### config.mk
export PLATFORM = sky130hd
export DESIGN_NAME = edge_event_scheduler
export DESIGN_NICKNAME = d
export VERILOG_FILES = /design/src/rtl/edge_event_scheduler.sv
export SDC_FILE = /design/constraint.sdc
export NUM_CORES = 1
export LEC_CHECK = 0
export CAP_MARGIN = 25
export CELL_PAD_IN_SITES_DETAIL_PLACEMENT = 0
export CELL_PAD_IN_SITES_GLOBAL_PLACEMENT = 1
export CORE_AREA = 2 2 46 48
export CTS_BUF_LIST = sky130_fd_sc_hd__clkbuf_8
export CTS_CLUSTER_SIZE = 24
export DETAILED_ROUTE_END_ITERATION = 8
export DIE_AREA = 0 0 48 50
export GPL_TIMING_DRIVEN = 0
export PLACE_DENSITY = 0.83
export SETUP_SLACK_MARGIN = 0.02
export SLEW_MARGIN = 20
export SYNTH_ARGS = -nofsm -noshare
export SYNTH_HDL_FRONTEND = slang
export SYNTH_SLANG_ARGS = --single-unit
### constraint.sdc
create_clock -name clk -period 2.4 [get_ports clk]
set_clock_uncertainty 0.15 [all_clocks]
set_input_delay 0.6 -clock clk [delete_from_list [all_inputs] [get_ports clk]]
set_output_delay 0.6 -clock clk [all_outputs]
set_load 0.01 [all_outputs]
### src/rtl/edge_event_scheduler.sv
// Multi-channel rising-edge event scheduler: latches input posedges as pending
// events and serialises them round-robin onto a valid/ready port. Optional
// input synchroniser enabled by defining EDGE_EVT_SYNC_EN.
module edge_event_scheduler #(
    parameter int unsigned N    = 4,
    parameter int unsigned ID_W = 2
) (
    input  logic            clk,
    input  logic            rst,
    input  logic [N-1:0]    ip,
    output logic            evt_valid,
    output logic [ID_W-1:0] evt_id,
    input  logic            evt_ready,
    output logic [N-1:0]    ovf,
    input  logic            ovf_clr
);

    typedef enum logic {
        IDLE  = 1'b0,
        VALID = 1'b1
    } state_t;

    state_t          state, state_nxt;
    logic [N-1:0]    ip_s;
    logic [N-1:0]    ip_q;
    logic [N-1:0]    rise;
    logic [N-1:0]    pend, pend_nxt;
    logic [N-1:0]    ovf_set, ovf_nxt;
    logic [N-1:0]    load_mask;
    logic [ID_W-1:0] last_id, last_id_nxt;
    logic [ID_W-1:0] win_id;
    logic [ID_W-1:0] id_nxt;
    logic            valid_nxt;
    logic            load;
    logic            win_found;
    int unsigned     cand;

`ifdef EDGE_EVT_SYNC_EN
    logic [N-1:0] sync1, sync2;

    // Two-flop synchroniser for asynchronous level inputs
    always_ff @(posedge clk or negedge rst) begin
        if (!rst) begin
            sync1 <= '0;
            sync2 <= '0;
        end else begin
            sync1 <= ip;
            sync2 <= sync1;
        end
    end

    assign ip_s = sync2;
`else
    assign ip_s = ip;
`endif

    assign rise = ip_s & ~ip_q;

    // Round-robin search starting one past the last granted channel
    always_comb begin
        win_found = 1'b0;
        win_id    = '0;
        cand      = 0;
        for (int unsigned k = 1; k <= N; k++) begin
            cand = 32'(last_id) + k;
            if (cand >= N) begin
                cand = cand - N;
            end
            if (!win_found && pend[cand]) begin
                win_found = 1'b1;
                win_id    = ID_W'(cand);
            end
        end
    end

    // Next-state and output-register logic
    always_comb begin
        state_nxt = state;
        load      = 1'b0;
        case (state)
            IDLE: begin
                if (|pend) begin
                    load      = 1'b1;
                    state_nxt = VALID;
                end
            end
            VALID: begin
                if (evt_ready) begin
                    if (|pend) begin
                        load = 1'b1;
                    end else begin
                        state_nxt = IDLE;
                    end
                end
            end
            default: state_nxt = IDLE;
        endcase
        valid_nxt   = (state_nxt == VALID);
        id_nxt      = load ? win_id : evt_id;
        last_id_nxt = load ? win_id : last_id;
    end

    // A rise on a channel that is being loaded re-arms it rather than overflowing
    always_comb begin
        load_mask = load ? (N'(1) << win_id) : '0;
        pend_nxt  = (pend & ~load_mask) | rise;
        ovf_set   = rise & pend & ~load_mask;
        ovf_nxt   = (ovf_clr ? '0 : ovf) | ovf_set;
    end

    always_ff @(posedge clk or negedge rst) begin
        if (!rst) begin
            state     <= IDLE;
            ip_q      <= '0;
            pend      <= '0;
            ovf       <= '0;
            last_id   <= ID_W'(N - 1);
            evt_valid <= 1'b0;
            evt_id    <= '0;
        end else begin
            state     <= state_nxt;
            ip_q      <= ip_s;
            pend      <= pend_nxt;
            ovf       <= ovf_nxt;
            last_id   <= last_id_nxt;
            evt_valid <= valid_nxt;
            evt_id    <= id_nxt;
        end
    end

endmodule
Yosys cells after proc, flatten, opt, wreduce, memory -nomap -nowiden

Index checks and enable logic that the tools add are counted.
Widths: inputs -> output; s select.

Input port bits: 8
Flip-flop bits (word level): 17
Output and inout port bits: 7
Logic and storage cells: 65

Shift operators: 1
Muxes and demuxes: 26
Order comparisons: 8
$add $sub $neg: 8
Reduce and logical (&&, ||, !) cells: 7
Bitwise operators: 9

Operator list:

| operator            | number |
|---|---|
| $lt 32x3->1 const B | 4 |
| $mux 32             | 4 |
| $and 4x4->4         | 4 |
| $sub 3x3->4 const B | 3 |
| $mux 1              | 10 |
| $ge 3x3->1 const B  | 3 |
| $bmux 1 s2          | 4 |
| $mux 2              | 4 |
| $mux 4              | 2 |
| $not 4->4           | 2 |
| $or 4x4->4          | 2 |
| $add 2x2->3 const B | 2 |
| $sub 4x3->5 const B | 1 |
| $add 2x3->4 const B | 1 |
| $ge 4x3->1 const B  | 1 |
| $pmux 1 s2          | 2 |
| $reduce_or 4->1     | 1 |
| $shl 1x2->4 const A | 1 |
| $add 2x1->3 const B | 1 |
| $logic_and 1x1->1   | 3 |
| $logic_not 1->1     | 3 |
| $not 1->1           | 1 |

Depth between registers and ports, before layout

Gate-level depths: netlist (run 1).

Depth in word-level cells: 20
Gate-level depth with buffers: 6
Depth with buffers taken out: 5

Worst setup path before layout (run 1)

No wires, ideal clock.

Path type: input to register
Start: in evt_ready
End: reg ovf[2]
Library setup time: 0.125 ns
Stages: 5
Data required time: 2.125 ns
Buffers on the path: 0
Slack: 0.616 ns
Data arrival time: 1.508 ns
Cell sequence: nor2b_1 -> nor2_2 -> or4b_4 -> o21ai_2 -> o22ai_1

Word-level cells in the longest chain between the ends: 6

RTL lines:

| element                | line | RTL |
|---|---|---|
| start: declaration     | 13   | `input logic evt_ready,` |
| $mux 1                 | 88   | `if (evt_ready) begin` |
| $pmux 1 s2             | 80   | `case (state)` |
| $mux 4                 | 105  | `load_mask = load ? (N'(1) << win_id) : '0;` |
| $not 4->4              | 107  | `ovf_set = rise & pend & ~load_mask;` |
| $and 4x4->4            | 107  |  |
| $or 4x4->4             | 108  | `ovf_nxt = (ovf_clr ? '0 : ovf) \| ovf_set;` |
| named net ovf_nxt[2]   | 28   | `logic [N-1:0] ovf_set, ovf_nxt;` |
| end signal: assignment | 124  | `ovf <= ovf_nxt;` |
| end: declaration       | 14   | `output logic [N-1:0] ovf,` |

The timed path passes the listed nets, and every way through them passes these cells.
A chain may end at the register's enable or synchronous reset.

Worst setup path in the final report (run 1)

Start: in evt_ready
End: reg ovf[3]

Same word-level chain as after synthesis.

==> results.cfg, run 1 <==
[timing]
setup_viol = 0
setup_ws_ns = 0.308
setup_tns_ns = 0
slew_headroom = 0.512
worst_pin_slew_ns = 0.730
hold_ws_ns = 0.361
layout_min_cycle_time_ns = 2.09
max_freq_mhz = 478
drv_slew = 0
hold_viol = 0
timing.final.crit_share = 0.872
rsz0062_at_grt = no

[pwr]
ir_drop_v = 0.000517
power_leakage_nw = 0.383
powerDensity_mw_per_mm2 = 1190

[clocking]
cts_tree = built
root_buffer = clkbuf_8
clock_latency_ns = 0.25
hold_buffers = 0
clkTransAtPathRegs_ns = 0.07
cts_resized = 0
htreeDepth = 1
ctsLongestPathBuffers = 2
numCtsBuffers = 3
cts_setup_buffers = 0
cts.sinks = 17

[routing]
drcViolationCount = 0
wl_per_cell_um = 11.7
num_vias = 532
wirelength_um = 1300
drt_first_pass_iters = 3
ant_nets = 0
vias_per_cell = 4.79
drtIter0Drc = 1

[final_layout]
drive_gt1_frac = 0.155
final_cells = 111
diodes = 0
areaGrowthSynthToFinish_pct = 30.4
nNetsFinal = 93
fill_cells = 178

[setup_path]
crit_arrival_ns = 2.08
crit_fanout = 5
cp_slowest_stage_delay_ns = 0.53
critPathKind = in -> reg
cp-end-kind = register
setup.worst_path.start = evt_ready
cp-endpoint = ovf[3]
critPathTopFamily = simple AND/OR/NAND/NOR gates
path_depth = 6
r2r-start = last_id[1]
reg2reg_to = ovf[3]
crit_required_ns = 2.39
rrSetupSlack_ns = 0.48
cpMaxStageDelayCell = or4b_4
crit_buf_inv = 1
rr_worst_depth = 5
path_cells = clkdlybuf4s50_1 -> nor2b_1 -> nor2_2 -> or4b_4 -> o21ai_2 -> o22ai_1
critPathLaunchType = input pin

[logic_synthesis]
synth_cells = 66
ys.flop_type = dfrtp_1
ys.warnings.count = 0
ys_types = 24
synthDominantCellAreaShare = 0.519
synth_seq_cells = 17
syn_nets = 74
synth_area_um2 = 723
seq_area_frac_synth = 0.592
synth_top_cells_by_area = dfrtp_1, dfstp_2, nand2_1
synth_edf_count = 0
synth_area_leader_cell = dfrtp_1
async_flop_share = 1.00
avgSynthCellArea_um2 = 11.0
yosys.cell_count.top_type = dfrtp_1
synthTopCellsByCount = dfrtp_1, nand2_1, nand2b_1

[grt]
grt_pass1_vias = 569
antenna_found_initial = 0
gr-total-overflow = 0
grt_usage = 0.144
grt_start_max_net_pins = 18
grt_first_pass_wirelength_um = 2380

[floorplan]
initial_core_util = 0.380
core_mm2 = 0.00190
io_pins = 15
die_x_um = 48
die_area_mm2 = 0.00240
fp.dieH_um = 50
rows = 16

[outcome]
run_status = finished clean

[place]
hpwlAfterDp_um = 971
place_ws_ns = 0.0383
place_inst = 107
routabilityCongestion = 0.760
io_buffers = 14

[worst_hold_path]
hold_path.class = reg -> reg
min_from = evt_id[1]

[flow_run]
maxCapViolations = 0
==> flip-flops by register name, summed over array words and instances (netlist names) <==
register and count:
ovf 4, state 1, evt_id 2, pend 4, last_id 2, ip_q 4
==> kinds of logic (layout without fill, tap and decap cells) <==
family	count (synthesis)	count (layout)	synth area share
mux	1	1	0.0138
buf+inv	5	23	0.0259
simple gates	27	27	0.211
compound gates	16	16	0.157
flops	17	17	0.592
==> routing by layer <==
metal	GRT usage	wire length, µm	vias to the layer above
li1	-	-	264
met1	0.182	608	257
met2	0.211	629	7
met3	0.0220	20	4
met4	0.108	46	0
met5	0	0	-
==> metrics by stage <==
stage	instance area, µm²	total power [W]	utilization
after floorplan	723	0.000755	-
after global placement	897	0.000907	0.472
after detailed placement	897	0.000919	0.472
after CTS	943	0.00114	0.496
after global routing	943	0.00121	0.496
final	943	0.00112	0.496
==> how the worst min path moves through the flow <==
| stage | end | cells after the start |
|---|---|---|
| after floorplan | evt_id[0] | 0 |
| after global placement | evt_id[0] | 2 |
| after detailed placement | pend[0] | 2 |
| final | evt_id[1] | 2 |
| after CTS | evt_id[1] | 2 |
| after global routing | pend[2] | 2 |
==> power by group <==
part           total [W]  internal, W  switching (W)  leakage [nW]
sequential      0.000475     0.000388      0.0000867         0.193
clock           0.000213     0.000115      0.0000983        0.0255
combinational   0.000435     0.000219       0.000216         0.165
==> cells in the final DEF, fill, tap and decap left out, types with 2 or more instances in the layout <==
| master | Yosys | layout |
|---|---|---|
| o22ai_1 | 4 | 4 |
| nand2b_1 | 5 | 5 |
| clkbuf_8 | 0 | 3 |
| nor2b_1 | 2 | 2 |
| dfstp_2 | 2 | 2 |
| inv_1 | 4 | 4 |
| clkdlybuf4s50_1 | 0 | 14 |
| o21ai_2 | 2 | 2 |
| nand2_1 | 9 | 9 |
| dfrtp_1 | 15 | 15 |
| a21oi_1 | 2 | 2 |
| o21ai_0 | 4 | 4 |
| nor2_1 | 4 | 4 |
==> worst register-to-register path, cell delays in order, from the launching register on <==
cell and delay, ns:
dfstp_2 0.51, clkbuf_1 0.25, nor3b_1 0.11, or4b_4 0.54
o21ai_2 0.16, o22ai_1 0.09
==> layout make-up <==
| class | count | area (µm²) | share of cell area |
|---|---|---|---|
| flip-flops and latches | 17 | 428 | 0.454 |
| multi-input cells | 44 | 277 | 0.293 |
| repair buffers | 14 | 140 | 0.149 |
| clock buffers | 3 | 41.3 | 0.0438 |
| well taps | 27 | 33.8 | 0.0358 |
| inverters | 4 | 15.0 | 0.0159 |
| clock inverters | 1 | 5.00 | 0.00531 |
| plain buffers | 1 | 3.75 | 0.00398 |
(Power assumes the default switching activity.)
==> run 2, diff against run 1 <==
- CTS_CLUSTER_DIAMETER: not set -> 150
- PLACE_DENSITY: 0.83 -> 0.81
==> run 2 against run 1 <==
Non-clock buffer count did not move. Highest routed layer unchanged. Cell count unchanged. Largest cell class unchanged. Total power fell by 1.0%. Critical path depth unchanged. Critical path type unchanged. Setup slack got worse by 0.031 ns. Sequential cell count unchanged. Worst hold slack got worse by 0.0026 ns. Critical endpoint is now ovf[2]. Wire length down 1.3%. Clock power shrank 5%. Register-to-register slack about the same.
==> results.cfg, run 2 (synthesis results as in run 1) <==
[timing]
slew_headroom = 0.499
hold_ws_ns = 0.358
setup_tns_ns = 0
setup_viol = 0
timing.final.crit_share = 0.884
worst_pin_slew_ns = 0.749
layout_min_cycle_time_ns = 2.12
drv_slew = 0
max_freq_mhz = 471
hold_viol = 0
rsz0062_at_grt = no

[clocking]
ctsLongestPathBuffers = 2
root_buffer = clkbuf_8
cts_resized = 0
cts.sinks = 17
hold_buffers = 0
htreeDepth = 1
cts_setup_buffers = 0
clkTransAtPathRegs_ns = 0.06
cts_tree = built
numCtsBuffers = 3
clock_latency_ns = 0.25

[routing]
drt_first_pass_iters = 2
ant_nets = 0
num_vias = 531
met2_length_um = 639
wl_met3_um = 23
wirelength_um = 1290
routed.top_layer = met4
vias_per_cell = 4.78
wl_met1_um = 605
wl_per_cell_um = 11.6
drcViolationCount = 0
drtIter0Drc = 11

[setup_path]
critPathLaunchType = input pin
crit_arrival_ns = 2.10
crit_required_ns = 2.38
critPathKind = in -> reg
cp-end-kind = register
crit_fanout = 5

[grt]
gr-total-overflow = 0
grt_first_pass_wirelength_um = 2240
grt_pass1_vias = 541
grt_usage = 0.135
grt_start_max_net_pins = 18
antenna_found_initial = 0

[final_layout]
nNetsFinal = 93
final_cells = 111
final_common_cell = dfrtp_1
diodes = 0
drive_gt1_frac = 0.143
final_area_um2 = 942
final_cell_mix = dfrtp_1, clkdlybuf4s50_1, nand2_1
largestRegisters = ip_q: 4 flops, ovf: 4 flops, pend: 4 flops
areaGrowthSynthToFinish_pct = 30.3

[worst_hold_path]
hold_path.class = reg -> reg

[floorplan]
die_area_mm2 = 0.00240
rows = 16
initial_core_util = 0.380
core_mm2 = 0.00190
fp.dieH_um = 50
io_pins = 15
die_x_um = 48

[pwr]
power_w = 0.00111
powerDensity_mw_per_mm2 = 1180
power_leakage_nw = 0.384
ir_drop_v = 0.000542

[place]
io_buffers = 14
routabilityCongestion = 0.683
place_area_um2 = 897
hpwlAfterDp_um = 940
place_inst = 107

[outcome]
run_status = finished clean

[flow_run]
maxCapViolations = 0
[run 2: cell types whose count changed in the layout (fill, tap and decap cells not counted), sizes merged]
cell / before / now
inv: 4 / 5
clkinv: 1 / 0
[run 2: final timing paths]
path | startpoint | to | slack [ns] | depth (start not counted)
setup / recovery | evt_ready | ovf[2] | 0.28 | 6
min in group asynchronous | rst | pend[3] | 0.65 | 1
max in group asynchronous | rst | state | 0.99 | 1
setup reg to reg | last_id[1] | ovf[2] | 0.49 | 5
hold / removal | evt_id[0] | evt_id[0] | 0.36 | 2
hold reg to reg | evt_id[0] | evt_id[0] | 0.36 | 2
[run 2: layout make-up]
cell class | count | area (µm²)
Sequential cell | 17 | 428
Tap cell | 27 | 33.8
Clock buffer | 3 | 41.3
Inverter | 4 | 15.0
Fill cell | 176 | 960
Timing Repair Buffer | 14 | 140
Multi-Input combinational cell | 44 | 277
Buffer | 1 | 3.75
Clock inverter | 1 | 3.75
[run 2: critical path: stages]
cell             delay, ns
clkdlybuf4s50_1       0.45
nor2b_1               0.08
nor2_2                0.19
or4b_4                0.53
o21ai_2               0.16
o22ai_1               0.09
[run 2: report_power, final]
part / switching (W) / internal [W]
sequential: 0.0000878 / 0.000388
clock: 0.0000899 / 0.000113
combinational: 0.000213 / 0.000219
[run 2: routing by layer]
metal  up-vias  GRT usage
li1        263          -
met1       259      0.170
met2         7      0.200
met3         2     0.0330
met4         0     0.0811
met5         -          0
[run 2: per-stage QoR]
| stage | utilization | setup slack, ns |
|---|---|---|
| floorplan | - | 0.616 |
| global placement | 0.472 | 0.0203 |
| detailed placement | 0.472 | 0.0289 |
| CTS | 0.495 | 0.284 |
| global route | 0.495 | 0.201 |
| finish | 0.495 | 0.278 |
==> run 3, diff against run 2 <==
- ABC_CLOCK_PERIOD_IN_PS: not set -> 2400
- CORE_AREA: 2 2 46 48 -> 2 2 48 50
- CTS_BUF_LIST: sky130_fd_sc_hd__clkbuf_8 -> not set
- DIE_AREA: 0 0 48 50 -> 0 0 50 52
- PLACE_DENSITY: 0.81 -> 0.75
==> run 3 against run 2 <==
Critical path depth did not move. First-iteration DRC count fell by 64%. Non-clock buffer count did not move. Setup slack improved by 0.046 ns. Total power fell by 5.4%. Register-to-register slack barely moved. Sequential cell count did not move. Critical path type unchanged. Largest power group unchanged.
==> results.cfg, run 3 (synthesis results as in run 1) <==
[routing]
vias_per_cell = 4.73
drtIter0Drc = 4
wirelength_um = 1230
wl_per_cell_um = 11.0
num_vias = 530
ant_nets = 0
drcViolationCount = 0
drt_first_pass_iters = 4

[timing]
hold_viol = 0
rsz0062_at_grt = no
max_freq_mhz = 482
drv_slew = 0
worst_pin_slew_ns = 0.749
setup_viol = 0
setup_tns_ns = 0
slew_headroom = 0.499
timing.final.crit_share = 0.865
hold_ws_ns = 0.362
layout_min_cycle_time_ns = 2.08

[final_layout]
areaGrowthSynthToFinish_pct = 27.9
final_area_um2 = 925
drive_gt1_frac = 0.143
final_cell_mix = dfrtp_1, clkdlybuf4s50_1, nand2_1
fill_cells = 207
diodes = 0
final_common_cell = dfrtp_1
nNetsFinal = 93
largestRegisters = ip_q: 4 flops, ovf: 4 flops, pend: 4 flops

[pwr]
cellInternalPower_w = 0.000671
power.share.clock = 0.138
p_switching_w = 0.000381
ir_drop_v = 0.000575
powerDensity_mw_per_mm2 = 1140
seq_power_share = 0.451
share_comb_of_total_power = 0.411
power_leakage_nw = 0.373
switching_share = 0.362

[setup_path]
cp_slowest_stage_delay_ns = 0.53
reg2reg_to = ovf[0]
crit_fanout = 5
critPathKind = in -> reg
r2r-start = last_id[1]
cpMaxStageDelayCell = or4b_4
crit_arrival_ns = 2.09
critPathLaunchType = input pin
crit_buf_inv = 1
cp-end-kind = register
path_cells = clkdlybuf4s50_1 -> nor2b_1 -> nor2_2 -> or4b_4 -> o21ai_2 -> o22ai_1
critPathTopFamily = simple AND/OR/NAND/NOR gates
crit_required_ns = 2.42
rr_worst_depth = 5
rrSetupSlack_ns = 0.48

[floorplan]
fp.dieH_um = 52
initial_core_util = 0.343
io_pins = 15
core_mm2 = 0.00211
die_x_um = 50
rows = 17
die_area_mm2 = 0.00260

[clocking]
cts_tree = built
cts_resized = 0
cts.sinks = 17
clock_latency_ns = 0.28
clkTransAtPathRegs_ns = 0.09
numCtsBuffers = 3
hold_buffers = 0
ctsLongestPathBuffers = 2
root_buffer = clkbuf_4
htreeDepth = 1
cts_setup_buffers = 0

[worst_hold_path]
worstHoldEndpoint = pend[1]
min_from = ip_q[1]
holdPathStages = 2
hold_path.class = reg -> reg

[place]
hpwlAfterDp_um = 959
io_buffers = 14
place_area_um2 = 898
routabilityCongestion = 0.755

[grt]
grt_pass1_vias = 517
gr-total-overflow = 0
grt_first_pass_wirelength_um = 2100
antenna_found_initial = 0
grt_start_max_net_pins = 18
grt_usage = 0.105

[outcome]
run_status = finished clean

[flow_run]
maxCapViolations = 0
[run 3: how the worst max path moves through the flow]
stage / slack [ns] / end / depth (start not counted) / from
global placement: 0.02 / ovf[3] / 6 / evt_ready
detailed placement: 0.02 / ovf[2] / 6 / evt_ready
global route: 0.25 / ovf[3] / 6 / evt_ready
floorplan: 0.62 / ovf[2] / 5 / evt_ready
CTS: 0.32 / ovf[2] / 6 / evt_ready
finish: 0.32 / ovf[2] / 6 / evt_ready
[run 3: through the flow]
step / worst slack, ns / util / cells / power, W
final: 0.324 / 0.439 / 112 / 0.00105
after global routing: 0.255 / 0.439 / 112 / 0.00114
after CTS: 0.324 / 0.439 / 112 / 0.00107
after detailed placement: 0.0245 / 0.427 / 108 / 0.000919
after global placement: 0.0186 / 0.427 / 108 / 0.000909
after floorplan: 0.616 / - / 66 / 0.000755
[run 3: worst register-to-register path, stage by stage, from the launching register on]
cell	delay, ns
dfstp_2	0.53
clkbuf_1	0.25
mux2i_1	0.32
o221ai_2	0.17
o21ai_0	0.27
o22ai_1	0.11
[run 3: metal layers]
metal | track usage | wire length, µm
met5 | 0 | 0
met3 | 0.00862 | 13
met2 | 0.164 | 601
met4 | 0.0556 | 0
met1 | 0.144 | 618
[run 3: final cells by class]
class	count	area, µm²	share of cell area
Timing Repair Buffer	14	140	0.152
Clock buffer	4	26.3	0.0284
Tap cell	28	35.0	0.0379
Multi-Input combinational cell	44	277	0.299
Inverter	4	15.0	0.0162
Buffer	1	3.75	0.00406
Sequential cell	17	428	0.463
[run 3: power groups by stage]
stage / sequential (W) / clock, W / combinational (W)
floorplan: 0.000482 / 0 / 0.000273
global placement: 0.000476 / 0 / 0.000433
detailed placement: 0.000480 / 0 / 0.000438
CTS: 0.000474 / 0.000153 / 0.000440
global route: 0.000489 / 0.000167 / 0.000483
finish: 0.000475 / 0.000145 / 0.000433
==> RTL edit 1 (config.mk and constraints of run 2) <==
The option `EDGE_EVT_SYNC_EN` is turned on by a define.
--- a/src/rtl/edge_event_scheduler.sv
+++ b/src/rtl/edge_event_scheduler.sv
@@ -2,4 +2,6 @@
 // events and serialises them round-robin onto a valid/ready port. Optional
 // input synchroniser enabled by defining EDGE_EVT_SYNC_EN.
+`define EDGE_EVT_SYNC_EN
+
 module edge_event_scheduler #(
     parameter int unsigned N    = 4,
Formal check against the unedited RTL: not equivalent (Yosys sat finds a counterexample within 4 cycles, from zero or initial values and one cycle with rst low).
==> RTL edit 1 against run 2 <==
Sequential cell count up 8. Clock power rose by 13%. Count of clock-buffer cells in the layout is the same. Power grew 12%. Core utilization rose by 9.9 points. Routed wire length rose by 9.7%. Cell area grew 20%. Setup slack improved by 0.21 ns. Area after synthesis is 24% higher. Via count is 11% higher. Combinational power decreased by 9.5%. Largest cell class unchanged. Sequential power increased by 30%. Synthesized cell count increased by 3.0%.
==> RTL edit 1: results (changes against run 2) <==
Final layout
  – Share of cells above drive strength 1: 10.3% (-3.9 points)
  – Fill count: 161 (-8.5%)
  – Net count, final: 96 (+3.2%)

Route
  – Metal-1 WL: 626 um (+3.5%)
  – Routed vias/inst: 5.18 (+8.2%)
  – Starting DRT DRC Count: 4 (-7)
  – Highest routed layer: met4
  – Metal3 WL: 32 um (+39%)
  – Wire length on met2: 740 um (+16%)
  – First-pass DRT Iterations: 4 (+2)
  – Total number of vias: 590 (+11%)
  – Drt wl/cell: 12.4 um (+6.8%)

Placed design
  – Gpl congestion: 0.735 (+7.6%)
  – Dpl ws: 0.447 ns (+0.418 ns)
  – Post-DP HPWL: 1.08 mm (+14%)
  – I/O Buffers: 14 (unchanged)
  – Inst Count DP: 110 (+2.8%)

Global route
  – Initial antenna violation count: 0 (unchanged)
  – Met2 usage: 22.7% (+2.7 points)
  – Gr usage total: 14.8% (+1.4 points)
  – Met3 usage: 3.30% (unchanged)
  – Vias in the first global route: 610 (+13%)
  – Largest net degree at the start of global routing: 16 (-2)
  – First-pass GRT wire length: 2.50 mm (+11%)
  – GR Util met1: 19.6% (+2.6 points)

Synthesis
  – Synth area leaders: dfrtp_1 64%, dfstp_2 5.9%, nand2b_1 3.5%
  – Avg Cell Area, Syn: 13.2 um^2 (+20%)
  – Syn. warnings: 0 (unchanged)
  – Total nets after synthesis: 76 (+2.7%)
  – Top_reg_cell synth: dfrtp_1
  – Seq/Total Area, Yosys: 70.1% (+11 points)
  – Synth unique cells: 26 (+8.3%)
  – Post-synth top cells: 23 x dfrtp_1, 6 x nor2_1, 5 x nand2b_1
  – Post-synthesis async set-or-reset flop share: 100% (unchanged)

Setup path
  – Critical path's largest stage delay: 0.54 ns
  – Top Family by Delay on Critical Path: buffers and inverters
  – Reg-to-reg slack, setup: 0.64 ns (+0.15 ns)
  – CP max FO: 2 (-3)
  – Crit path DAT: 1.17 ns (-0.93 ns)
  – Slowest CP cell: clkdlybuf4s50_1

STA
  – Fin crit period: 1.92 ns (-0.205 ns)
  – Worst Hold Margin: 0.207 ns (-0.152 ns)
  – Max-slew headroom: 66.9% (+17 points)

Clock network
  – Max Root-Sink Buffers: 2 (unchanged)
  – Clk slew on worst S/H paths: 0.08 ns (+0.02 ns)
  – Worst-Skew Late Latency: 0.26 ns
  – CTS resizes: 0 (unchanged)
  – CTS Root Cell: clkbuf_8
  – Post-CTS Setup Inserts: 0 (unchanged)

Power and ir drop
  – Leak pwr: 0.483 nW (+26%)
  – Max VDD drop: 0.527 mV (-2.9%)

Outcome
  – Status: finished clean
## RTL edit 1: worst paths after layout
path | start | endpoint | cells past startpoint
max in group asynchronous | rst | last_id[0]$_DFFE_PN1P_ | 2
max reg2reg | last_id[0]$_DFFE_PN1P_ | ovf[0]$_DFF_PN0_ | 5
max | ovf[1]$_DFF_PN0_ | ovf[1] | 1
min reg2reg | sync1[3]$_DFF_PN0_ | ip_s[3]$_DFF_PN0_ | 0
min | sync1[3]$_DFF_PN0_ | ip_s[3]$_DFF_PN0_ | 0
min in group asynchronous | rst | sync1[2]$_DFF_PN0_ | 1
## RTL edit 1: area by class of cell
cell class	instances	area (um^2)	share of cell area, %
clock buffers	3	41.3	3.65
clock inverters	1	3.75	0.332
inverters	2	7.51	0.664
multi-input cells	41	260	23.0
flip-flops and latches	25	628	55.6
well taps	27	33.8	2.99
repair buffers	15	155	13.7
## RTL edit 1: stage by stage
stage / area (um^2) / utilization [%] / total power [W]
global placement: 1070 / 56.3 / 0.00101
finish: 1130 / 59.4 / 0.00124
floorplan: 896 / - / 0.000863
detailed placement: 1080 / 57.0 / 0.00102
CTS: 1130 / 59.4 / 0.00126
global route: 1130 / 59.4 / 0.00133
## RTL edit 1: power breakdown
part           internal, W  total, W  leakage [nW]  switching (W)
Clock             0.000114  0.000230        0.0269       0.000116
Sequential        0.000529  0.000621         0.286      0.0000913
Combinational     0.000211  0.000392         0.171       0.000181
## RTL edit 1: cell families (layout without fill, tap and decap cells)
| kind of cell | Yosys count | in the layout | share of synthesized area [%] |
|---|---|---|---|
| DFF | 25 | 25 | 70.1 |
| and+or+nand+nor | 23 | 23 | 13.3 |
| AOI/OAI and AO/OA | 17 | 17 | 14.7 |
| buffers and inverters | 2 | 21 | 0.838 |
| muxes | 1 | 1 | 1.12 |
==> RTL edit 2 (settings of run 2) <==
Without the edit above. Register the output `ovf` once more, with the module's reset; this adds one clock of latency there. The other outputs are not delayed to match.
--- a/src/rtl/edge_event_scheduler.sv
+++ b/src/rtl/edge_event_scheduler.sv
@@ -20,4 +20,6 @@
         VALID = 1'b1
     } state_t;
+
+    logic [N-1:0] ovf_s0;
 
     state_t          state, state_nxt;
@@ -106,5 +108,5 @@
         pend_nxt  = (pend & ~load_mask) | rise;
         ovf_set   = rise & pend & ~load_mask;
-        ovf_nxt   = (ovf_clr ? '0 : ovf) | ovf_set;
+        ovf_nxt   = (ovf_clr ? '0 : ovf_s0) | ovf_set;
     end
 
@@ -114,5 +116,5 @@
             ip_q      <= '0;
             pend      <= '0;
-            ovf       <= '0;
+            ovf_s0    <= '0;
             last_id   <= ID_W'(N - 1);
             evt_valid <= 1'b0;
@@ -122,5 +124,5 @@
             ip_q      <= ip_s;
             pend      <= pend_nxt;
-            ovf       <= ovf_nxt;
+            ovf_s0    <= ovf_nxt;
             last_id   <= last_id_nxt;
             evt_valid <= valid_nxt;
@@ -129,3 +131,11 @@
     end
 
+    always_ff @(posedge clk or negedge rst) begin
+        if (!rst) begin
+            ovf <= '0;
+        end else begin
+            ovf <= ovf_s0;
+        end
+    end
+
 endmodule
Behaviour: not the same (a bounded check fails within 4 cycles, from zero or initial values and one cycle with rst low).
==> RTL edit 2 against run 2 <==
Setup slack worse by 0.014 ns. Sequential power up 20%. Fmax down 0.66%. Critical endpoint is now ovf_s0[3]$_DFF_PN0_. Cell area up 12%. Largest power group unchanged. Critical path depth unchanged. Area after synthesis up 14%. Synthesized cell count up 6.1%. Combinational power up 2%. Sequential share of layout area up 4.5 points. Sequential cell count up 4. Clock power up 9%. Power up 11%. Core utilization up 6.1 points. Routed wire length up 8.9%.
==> RTL edit 2: results (changes against run 2) <==
Global route
  – Largest net degree at the start of global routing: 22 (+4)
  – Vias in the first global route: 598 (+11%)
  – First-pass GRT wire length: 2.45 mm (+9.2%)
  – Initial antenna violation count: 0 (unchanged)
  – Gr usage total: 13.9% (+0.38 points)

Placed design
  – Post-DP HPWL: 1.01 mm (+7.7%)
  – Dpl ws: 0.00705 ns (-0.0219 ns)
  – I/O Buffers: 14 (unchanged)
  – Gpl congestion: 0.799 (+17%)

Synthesis
  – Synth unique cells: 24 (unchanged)
  – Total nets after synthesis: 78 (+5.4%)
  – Post-synth top cells: 19 x dfrtp_1, 9 x nand2_1, 5 x nand2b_1
  – Seq/Total Area, Yosys: 64.1% (+5.0 points)
  – Post-synthesis async set-or-reset flop share: 100% (unchanged)
  – Synth area leaders: dfrtp_1 58%, dfstp_2 6.4%, nand2_1 4.1%

Final layout
  – Fill count: 175 (-0.57%)
  – Net count, final: 98 (+5.4%)
  – Share of cells above drive strength 1: 14.6% (+0.32 points)

Power and ir drop
  – Max VDD drop: 0.699 mV (+29%)
  – Leak pwr: 0.443 nW (+15%)

Setup path
  – Reg-to-reg slack, setup: 0.46 ns (-0.03 ns)
  – Top Family by Delay on Critical Path: simple AND/OR/NAND/NOR gates
  – CP max FO: 5 (unchanged)
  – Crit path DAT: 2.12 ns (+0.02 ns)

STA
  – Worst Hold Margin: 0.227 ns (-0.131 ns)
  – Tcrit/Tclk final: 89.0% (+0.59 points)
  – Worst-Margin Slew: 0.444 ns (-0.305 ns)

Clock network
  – H-Tree Depth: 1 (unchanged)
  – Max Root-Sink Buffers: 2 (unchanged)

Route
  – Starting DRT DRC Count: 9 (-2)
  – First-pass DRT Iterations: 4 (+2)
  – Drt wl/cell: 12.1 um (+4.2%)
  – Routed vias/inst: 4.99 (+4.3%)

Outcome
  – Status: finished clean
## RTL edit 2: worst paths after layout
check,end,cells past startpoint,start
min reg2reg,ovf[1]$_DFF_PN0_,0,ovf_s0[1]$_DFF_PN0_
max,ovf_s0[3]$_DFF_PN0_,6,evt_ready
min in group asynchronous,ovf[2]$_DFF_PN0_,1,rst
max reg2reg,ovf_s0[3]$_DFF_PN0_,5,last_id[1]$_DFFE_PN1N_
max in group asynchronous,ovf[3]$_DFF_PN0_,2,rst
min,ovf[1]$_DFF_PN0_,0,ovf_s0[1]$_DFF_PN0_
## RTL edit 2: routing by layer
metal | GRT usage, % | vias up | wire, um
met5 | 0 | - | 0
met4 | 2.70 | 0 | 8
met3 | 4.40 | 2 | 41
met2 | 21.3 | 8 | 672
met1 | 19.1 | 287 | 680
li1 | - | 282 | -
## RTL edit 2: worst reg2reg max path: cells and delay by family, from the launching register on
| family | cells | cell delay (ns) |
|---|---|---|
| AND/OR/NAND/NOR | 2 | 0.65 |
| AO/OA/AOI/OAI | 2 | 0.25 |
| buffers and inverters | 1 | 0.26 |
| flip-flops | 1 | 0.51 |
## RTL edit 2: power by group
| part | switching [W] | internal, W |
|---|---|---|
| sequential | 0.0000926 | 0.000477 |
| clock | 0.000108 | 0.000114 |
| combinational | 0.000219 | 0.000222 |
| total | 0.000419 | 0.000812 |
## RTL edit 2: cell families (layout without fill, tap and decap cells)
logic type,after synthesis,count (layout),share of synthesized area [%]
AO/OA/AOI/OAI,16,16,13.8
buffers and inverters,5,24,2.28
flip-flops,21,21,64.1
multiplexers,1,1,1.22
AND/OR/NAND/NOR,27,27,18.5
## RTL edit 2: cell type report
type,count,share of cell area (%)
clock buffers,3,3.91
well taps,27,3.20
flip-flops and latches,21,49.9
plain buffers,1,0.355
inverters,4,1.42
repair buffers,15,14.7
multi-input cells,44,26.2
clock inverters,1,0.355
## RTL edit 2: per-stage QoR
stage | area (um^2) | instances | power (W) | util, %
global placement | 997 | 111 | 0.00100 | 52.4
global route | 1060 | 116 | 0.00132 | 55.6
floorplan | 823 | 70 | 0.000850 | -
detailed placement | 997 | 111 | 0.00102 | 52.4
CTS | 1040 | 115 | 0.00124 | 54.8
finish | 1060 | 116 | 0.00123 | 55.6
